## src/rtl/calc_sequencer.sv

```systemverilog
// Micro-sequencer that fetches 16-bit instructions and drives datapath register-file, ALU and data-memory controls.
// Handshake strobes and datapath selects are decoded from the current state, so acks and Halt_i act within the same cycle.
module calc_sequencer #(
    parameter int unsigned WDOG_MAX = 15
) (
    input  logic        clk,
    input  logic        rst,
    input  logic        start_i,
    input  logic [7:0]  start_pc_i,
    output logic        busy_o,
    output logic        done_o,
    output logic        err_o,
    output logic        imem_req_o,
    output logic [7:0]  imem_addr_o,
    input  logic        imem_ack_i,
    input  logic [15:0] imem_data_i,
    output logic        dmem_req_o,
    output logic        dmem_we_o,
    input  logic        dmem_ack_i,
    output logic [1:0]  RegSel0_o,
    output logic [1:0]  RegSel1_o,
    output logic [2:0]  RegSrc_o,
    output logic [2:0]  ALUSel_o,
    output logic        RDOnly_o,
    input  logic        Halt_i
);

    localparam int unsigned PC_W    = 8;
    localparam int unsigned INSTR_W = 16;
    localparam int unsigned WDOG_W  = (WDOG_MAX < 1) ? 1 : $clog2(WDOG_MAX + 1);
    localparam logic [WDOG_W-1:0] WDOG_LAST = WDOG_W'(WDOG_MAX);

    localparam logic [3:0] OP_NOP  = 4'd0;
    localparam logic [3:0] OP_MOV  = 4'd1;
    localparam logic [3:0] OP_ALU  = 4'd2;
    localparam logic [3:0] OP_LD   = 4'd3;
    localparam logic [3:0] OP_ST   = 4'd4;
    localparam logic [3:0] OP_JMP  = 4'd5;
    localparam logic [3:0] OP_HALT = 4'd6;

    localparam logic [2:0] SRC_R0  = 3'd0;
    localparam logic [2:0] SRC_EXT = 3'd4;
    localparam logic [2:0] SRC_ALU = 3'd7;
    localparam logic [2:0] ALU_OFF = 3'd0;

    typedef enum logic [2:0] {
        S_IDLE,
        S_FETCH,
        S_EXEC,
        S_ALU_WAIT,
        S_MEM,
        S_HALTED
    } state_t;

    state_t              state_q, state_d;
    logic [PC_W-1:0]     pc_q, pc_d;
    logic [INSTR_W-1:0]  instr_q, instr_d;
    logic [WDOG_W-1:0]   wdog_q, wdog_d;
    logic                err_q, err_d;
    logic                done_q, done_d;

    logic [3:0]          op;
    logic [1:0]          rd;
    logic [1:0]          rs;
    logic [7:0]          imm;

    assign op  = instr_q[15:12];
    assign rd  = instr_q[11:10];
    assign rs  = instr_q[9:8];
    assign imm = instr_q[7:0];

    assign err_o       = err_q;
    assign done_o      = done_q;
    assign imem_addr_o = pc_q;

    // State and architectural registers
    always_ff @(posedge clk) begin
        if (rst) begin
            state_q <= S_IDLE;
            pc_q    <= '0;
            instr_q <= '0;
            wdog_q  <= '0;
            err_q   <= 1'b0;
            done_q  <= 1'b0;
        end else begin
            state_q <= state_d;
            pc_q    <= pc_d;
            instr_q <= instr_d;
            wdog_q  <= wdog_d;
            err_q   <= err_d;
            done_q  <= done_d;
        end
    end

    // Next-state and control decode
    always_comb begin
        state_d    = state_q;
        pc_d       = pc_q;
        instr_d    = instr_q;
        wdog_d     = wdog_q;
        err_d      = err_q;
        done_d     = 1'b0;
        busy_o     = 1'b1;
        imem_req_o = 1'b0;
        dmem_req_o = 1'b0;
        dmem_we_o  = 1'b0;
        RegSel0_o  = 2'd0;
        RegSel1_o  = 2'd0;
        RegSrc_o   = SRC_R0;
        ALUSel_o   = ALU_OFF;
        RDOnly_o   = 1'b1;

        case (state_q)
            S_IDLE, S_HALTED: begin
                busy_o = 1'b0;
                if (start_i) begin
                    pc_d    = start_pc_i;
                    err_d   = 1'b0;
                    state_d = S_FETCH;
                end
            end

            S_FETCH: begin
                imem_req_o = 1'b1;
                if (imem_ack_i) begin
                    instr_d = imem_data_i;
                    pc_d    = pc_q + PC_W'(1);
                    state_d = S_EXEC;
                end
            end

            S_EXEC: begin
                state_d = S_FETCH;
                case (op)
                    OP_NOP: ;
                    OP_MOV: begin
                        RegSel0_o = rd;
                        RegSrc_o  = {1'b0, rs};
                        RDOnly_o  = 1'b0;
                    end
                    OP_ALU: begin
                        // A zero ALU selector means "ALU off", so the instruction degenerates to a NOP
                        if (imm[2:0] != ALU_OFF) begin
                            wdog_d  = '0;
                            state_d = S_ALU_WAIT;
                        end
                    end
                    OP_LD, OP_ST: state_d = S_MEM;
                    OP_JMP:       pc_d    = imm;
                    OP_HALT: begin
                        done_d  = 1'b1;
                        state_d = S_HALTED;
                    end
                    default: begin
                        err_d   = 1'b1;
                        state_d = S_IDLE;
                    end
                endcase
            end

            S_ALU_WAIT: begin
                // Abort cycle releases the datapath so no partial ALU result is written
                if (Halt_i && (wdog_q == WDOG_LAST)) begin
                    err_d   = 1'b1;
                    state_d = S_IDLE;
                end else begin
                    RegSel0_o = rd;
                    RegSel1_o = rs;
                    RegSrc_o  = SRC_ALU;
                    ALUSel_o  = imm[2:0];
                    RDOnly_o  = 1'b0;
                    if (!Halt_i) begin
                        state_d = S_FETCH;
                    end else begin
                        wdog_d = wdog_q + WDOG_W'(1);
                    end
                end
            end

            S_MEM: begin
                dmem_req_o = 1'b1;
                dmem_we_o  = (op == OP_ST);
                RegSel0_o  = rd;
                RegSel1_o  = rs;
                if (dmem_ack_i) begin
                    if (op == OP_LD) begin
                        RegSrc_o = SRC_EXT;
                        RDOnly_o = 1'b0;
                    end
                    state_d = S_FETCH;
                end
            end

            default: state_d = S_IDLE;
        endcase
    end

endmodule

```

## config.mk

```make
export PLATFORM = sky130hd
export DESIGN_NAME = calc_sequencer
export DESIGN_NICKNAME = d
export VERILOG_FILES = /design/src/rtl/calc_sequencer.sv
export SDC_FILE = /design/constraint.sdc
export NUM_CORES = 1
export LEC_CHECK = 0
export CORE_ASPECT_RATIO = 1.1
export CORE_MARGIN = 2
export CORE_UTILIZATION = 45
export CTS_BUF_LIST = sky130_fd_sc_hd__clkbuf_2 sky130_fd_sc_hd__clkbuf_4 sky130_fd_sc_hd__clkbuf_8
export DETAILED_ROUTE_END_ITERATION = 10
export PLACE_DENSITY = 0.84
export SETUP_SLACK_MARGIN = 0.02
export SLEW_MARGIN = 20
export SYNTH_ARGS = -nofsm -noshare
export SYNTH_HDL_FRONTEND = slang
export SYNTH_SLANG_ARGS = --single-unit
```

## constraint.sdc

```tcl
create_clock -name clk -period 1.5 [get_ports clk]
set_input_delay 0.225 -clock clk [delete_from_list [all_inputs] [get_ports clk]]
set_output_delay 0.225 -clock clk [all_outputs]
set_load 0.005 [all_outputs]
```

==> results by group <==
GRT
  – First-pass GRT wire length: 13060 µm
  – GRT Total Usage: 0.3546
  – Largest net degree at the start of global routing: 17
  – GRT overflow: 0
  – Vias in the first global route: between 2000 and 3000
  – Initial antenna violation count: 0

STA
  – Minimum clock period: ~2100 ps
  – Final Hold Fails: 0
  – Setup TNS: -14850 ps
  – Hold slack: a little under 500 ps
  – Period utilization: 1.375
  – Worst Tran Pin Value: roughly 380 ps
  – Layout Skew: 6.579 ps
  – Setup ws final: -562.1 ps
  – Rel. slew slack: 0.7425
  – Slew Viols, Final: 0
  – Final-report setup violation count: 48
  – Fmax: 484.9 MHz
  – RSZ-0062 raised after global routing: true

Placed design
  – Setup WS pre-CTS: -670.5 ps
  – Placed instance count: between 300 and 400
  – DPL Wire Length: 4723 µm
  – Placed cell areas: 2943 µm²
  – GPL Wtd Cong: ~0.90
  – Buffers on Ports: 54

Synth
  – Cell variety after synth: 55
  – Synth Area in Simple Gates: 0.3040
  – Seq/Total Area, Yosys: 0.3323
  – Post-Synth XOR/XNOR Area: 0.008811
  – Mapped Area: 1988 µm²
  – Synth top area cells: dfxtp_1 (33%), nand2_1 (7.6%), a21oi_1 (6.0%)
  – Number of warnings issued by yosys: 0
  – Most common cell in the netlist: nand2_1
  – Largest family of logic cells by synthesized area: simple AND/OR/NAND/NOR gates
  – Synth Area in Compound Gates: 0.2480
  – Mapped Cells: between 200 and 250
  – Post-synth EDFFs: 0
  – Synth top area share: 0.3323
  – Cell taking the most area after synthesis: dfxtp_1
  – Register bit total from synthesis: 33
  – Synth Net Count: roughly 280
  – Commonest cells in the netlist: nand2_1 (40), dfxtp_1 (33), a21oi_1 (24), nor2_1 (12), nand2b_1 (10)
  – Adder-cell share of the synthesized area: 0.01259
  – Multiplexer share of the synthesized area: 0.02643
  – Ys async rst share: 0
  – Mean Syn Cell Area: approximately 8 µm²
  – Synth Flop Type: dfxtp_1

Final layout
  – Fillers: between 150 and 200
  – Layout Utilization: 0.8858
  – FF+latch area: roughly 680 µm²
  – Fin area: ~3800 µm²
  – Multi-input logic area: 1597 µm²
  – P&R area growth vs syn: 90.94%
  – Inserted Diodes: 0
  – Layout Cells excl Fill: ~430
  – Fin nets: between 400 and 500
  – Fraction of layout cells with a size suffix above 1: 0.4934

CTS
  – Clock latency on the worst-skew pair: 300 ps
  – CTS root buf: clkbuf_8
  – Clock buffer count from CTS: 5
  – CTS tree: yes
  – CTS Hold Bufs: 0
  – Clk slew on worst S/H paths: ~80 ps
  – H-tree Lvls: 2
  – # clock sinks: 33
  – Clk buf depth: 2

Route
  – First drt pass iteration count: 5
  – WL met1: 4040 µm
  – DRC violations left: 0
  – Top Layer Used: met4
  – Drt total wl: approximately 11000 µm
  – Iter 0 DRT Violations: between 500 and 600
  – Via/cell ratio: 6.885
  – DR WL/cell: 25.79 µm
  – Met2 WL post-DR: 4984 µm
  – Wire length on met3: approximately 1300 µm
  – DRT antenna net count: 0
  – Vias: between 2000 and 3000

Die
  – # rows: 25
  – Initial Util: 0.4639
  – Die width: around 67 µm
  – Ports: 55
  – Core footprint: around 4300 µm²
  – Die ar.: between 4000 and 5000 µm²
  – Die H: approximately 74 µm

Power
  – Final Total Pwr: 5.540 mW
  – LEAKAGE: around 1.6 nW
  – Power Dens Cells: between 1000 and 1500 nW/µm²
  – IR drop worst, VDD: about 0.0011 V

Critical path
  – Crit. End Element: flip-flop
  – Slowest CP cell: or3b_4
  – Crit-path cells: buf_4 -> or3b_4 -> clkinv_4 -> buf_4 -> and2_4 -> bufbuf_16 -> nand2_1 -> a21oi_2
  – Kind of critical path: flip-flop to flip-flop
  – Crit-path max FO: 8
  – CP dominant cell by count: buf_4
  – Critical Path Source Type: flip-flop
  – Required @ worst endpoint: 1700 ps
  – Crit path DAT: between 2000 and 2500 ps
  – Max stage delay on crit path: between 400 and 500 ps

Outcome
  – Failing checks: negative setup slack
  – Run status: finished, violations left

Hold path
  – Hold Path Class: primary input to flip-flop

Run
  – Max Cap Violations: 0
-- kinds of logic after synthesis --
family | after synthesis
DFF | 33
xor gates and xnor gates | 2
adders and majority gates | 2
buffers and inverters | 24
AOI/OAI and AO/OA | 71
and+or+nand+nor | 112
muxes | 5
-- layout make-up --
class | instances | share of cell area
clock buffer | 5 | 0.01813
timing repair buffer | 142 | 0.3517
multi-input combinational | 192 | 0.4206
sequential | 33 | 0.1800
tap | 54 | 0.01780
inverter | 4 | 0.005933
clock inverter | 3 | 0.005933
-- state kept, by name, summed over array words and instances (netlist names) --
register and flops:
imem_addr_o 8, err_o 1, state_q 3, instr_q 16, done_o 1, wdog_q 4
-- power breakdown --
| group | internal (mW) | switching, mW |
|---|---|---|
| clock | 0.326 | 0.402 |
| combinational | 1.80 | 1.74 |
| sequential | 1.06 | 0.212 |
| total | 3.19 | 2.35 |
-- layer usage --
layer / vias up / GRT usage
li1: 1177 / -
met1: 1409 / 0.4385
met2: 302 / 0.5622
met3: 93 / 0.06585
met4: 0 / 0.2222
met5: - / 0
-- cells in the final DEF, fill, tap and decap left out, types with 3 or more instances in the layout --
cell type / count
a211oi_2: 3
a21o_1: 3
a21oi_1: 13
a21oi_2: 10
a221oi_2: 4
a22oi_1: 4
a311oi_2: 4
and2_1: 3
and3_4: 4
buf_12: 3
buf_2: 10
buf_4: 54
buf_6: 32
clkbuf_8: 5
clkdlybuf4s50_1: 34
clkinvlp_4: 3
dfxtp_1: 23
dfxtp_2: 6
dfxtp_4: 4
dlygate4sd2_1: 5
nand2_1: 36
nand2_4: 3
nand2b_1: 9
nand3_1: 5
nand3b_1: 3
nor2_1: 9
nor2b_1: 4
nor3_1: 4
nor4b_4: 3
o21ai_0: 3
-- path summary, 6_finish.rpt --
path | from | to | slack (ps) | cells past startpoint
worst max-delay path | state_q[2]$_SDFFE_PP0P_ | instr_q[13]$_SDFFE_PP0P_ | -560 | 8
worst min-delay path | imem_data_i[4] | instr_q[4]$_SDFFE_PP0P_ | 500 | 3
worst max register to register | state_q[2]$_SDFFE_PP0P_ | instr_q[13]$_SDFFE_PP0P_ | -560 | 8
worst min register to register | instr_q[10]$_SDFFE_PP0P_ | instr_q[10]$_SDFFE_PP0P_ | 500 | 2
-- critical path: cells and delay by family (launching register included) --
kind / cells / cell delay (ps)
buf+inv: 4 / 640
compound gates: 1 / 240
flops: 1 / 390
simple gates: 3 / 700
-- repair_timing --
| item | in CTS | in global routing |
|---|---|---|
| buffers inserted | 25 | 21 |
| endpoints found under the setup margin | 50 | 48 |
| pin swaps | 28 | 26 |
| gates cloned | 1 | 0 |
| resized for setup | 128 | 54 |
(Power assumes the default switching activity.)
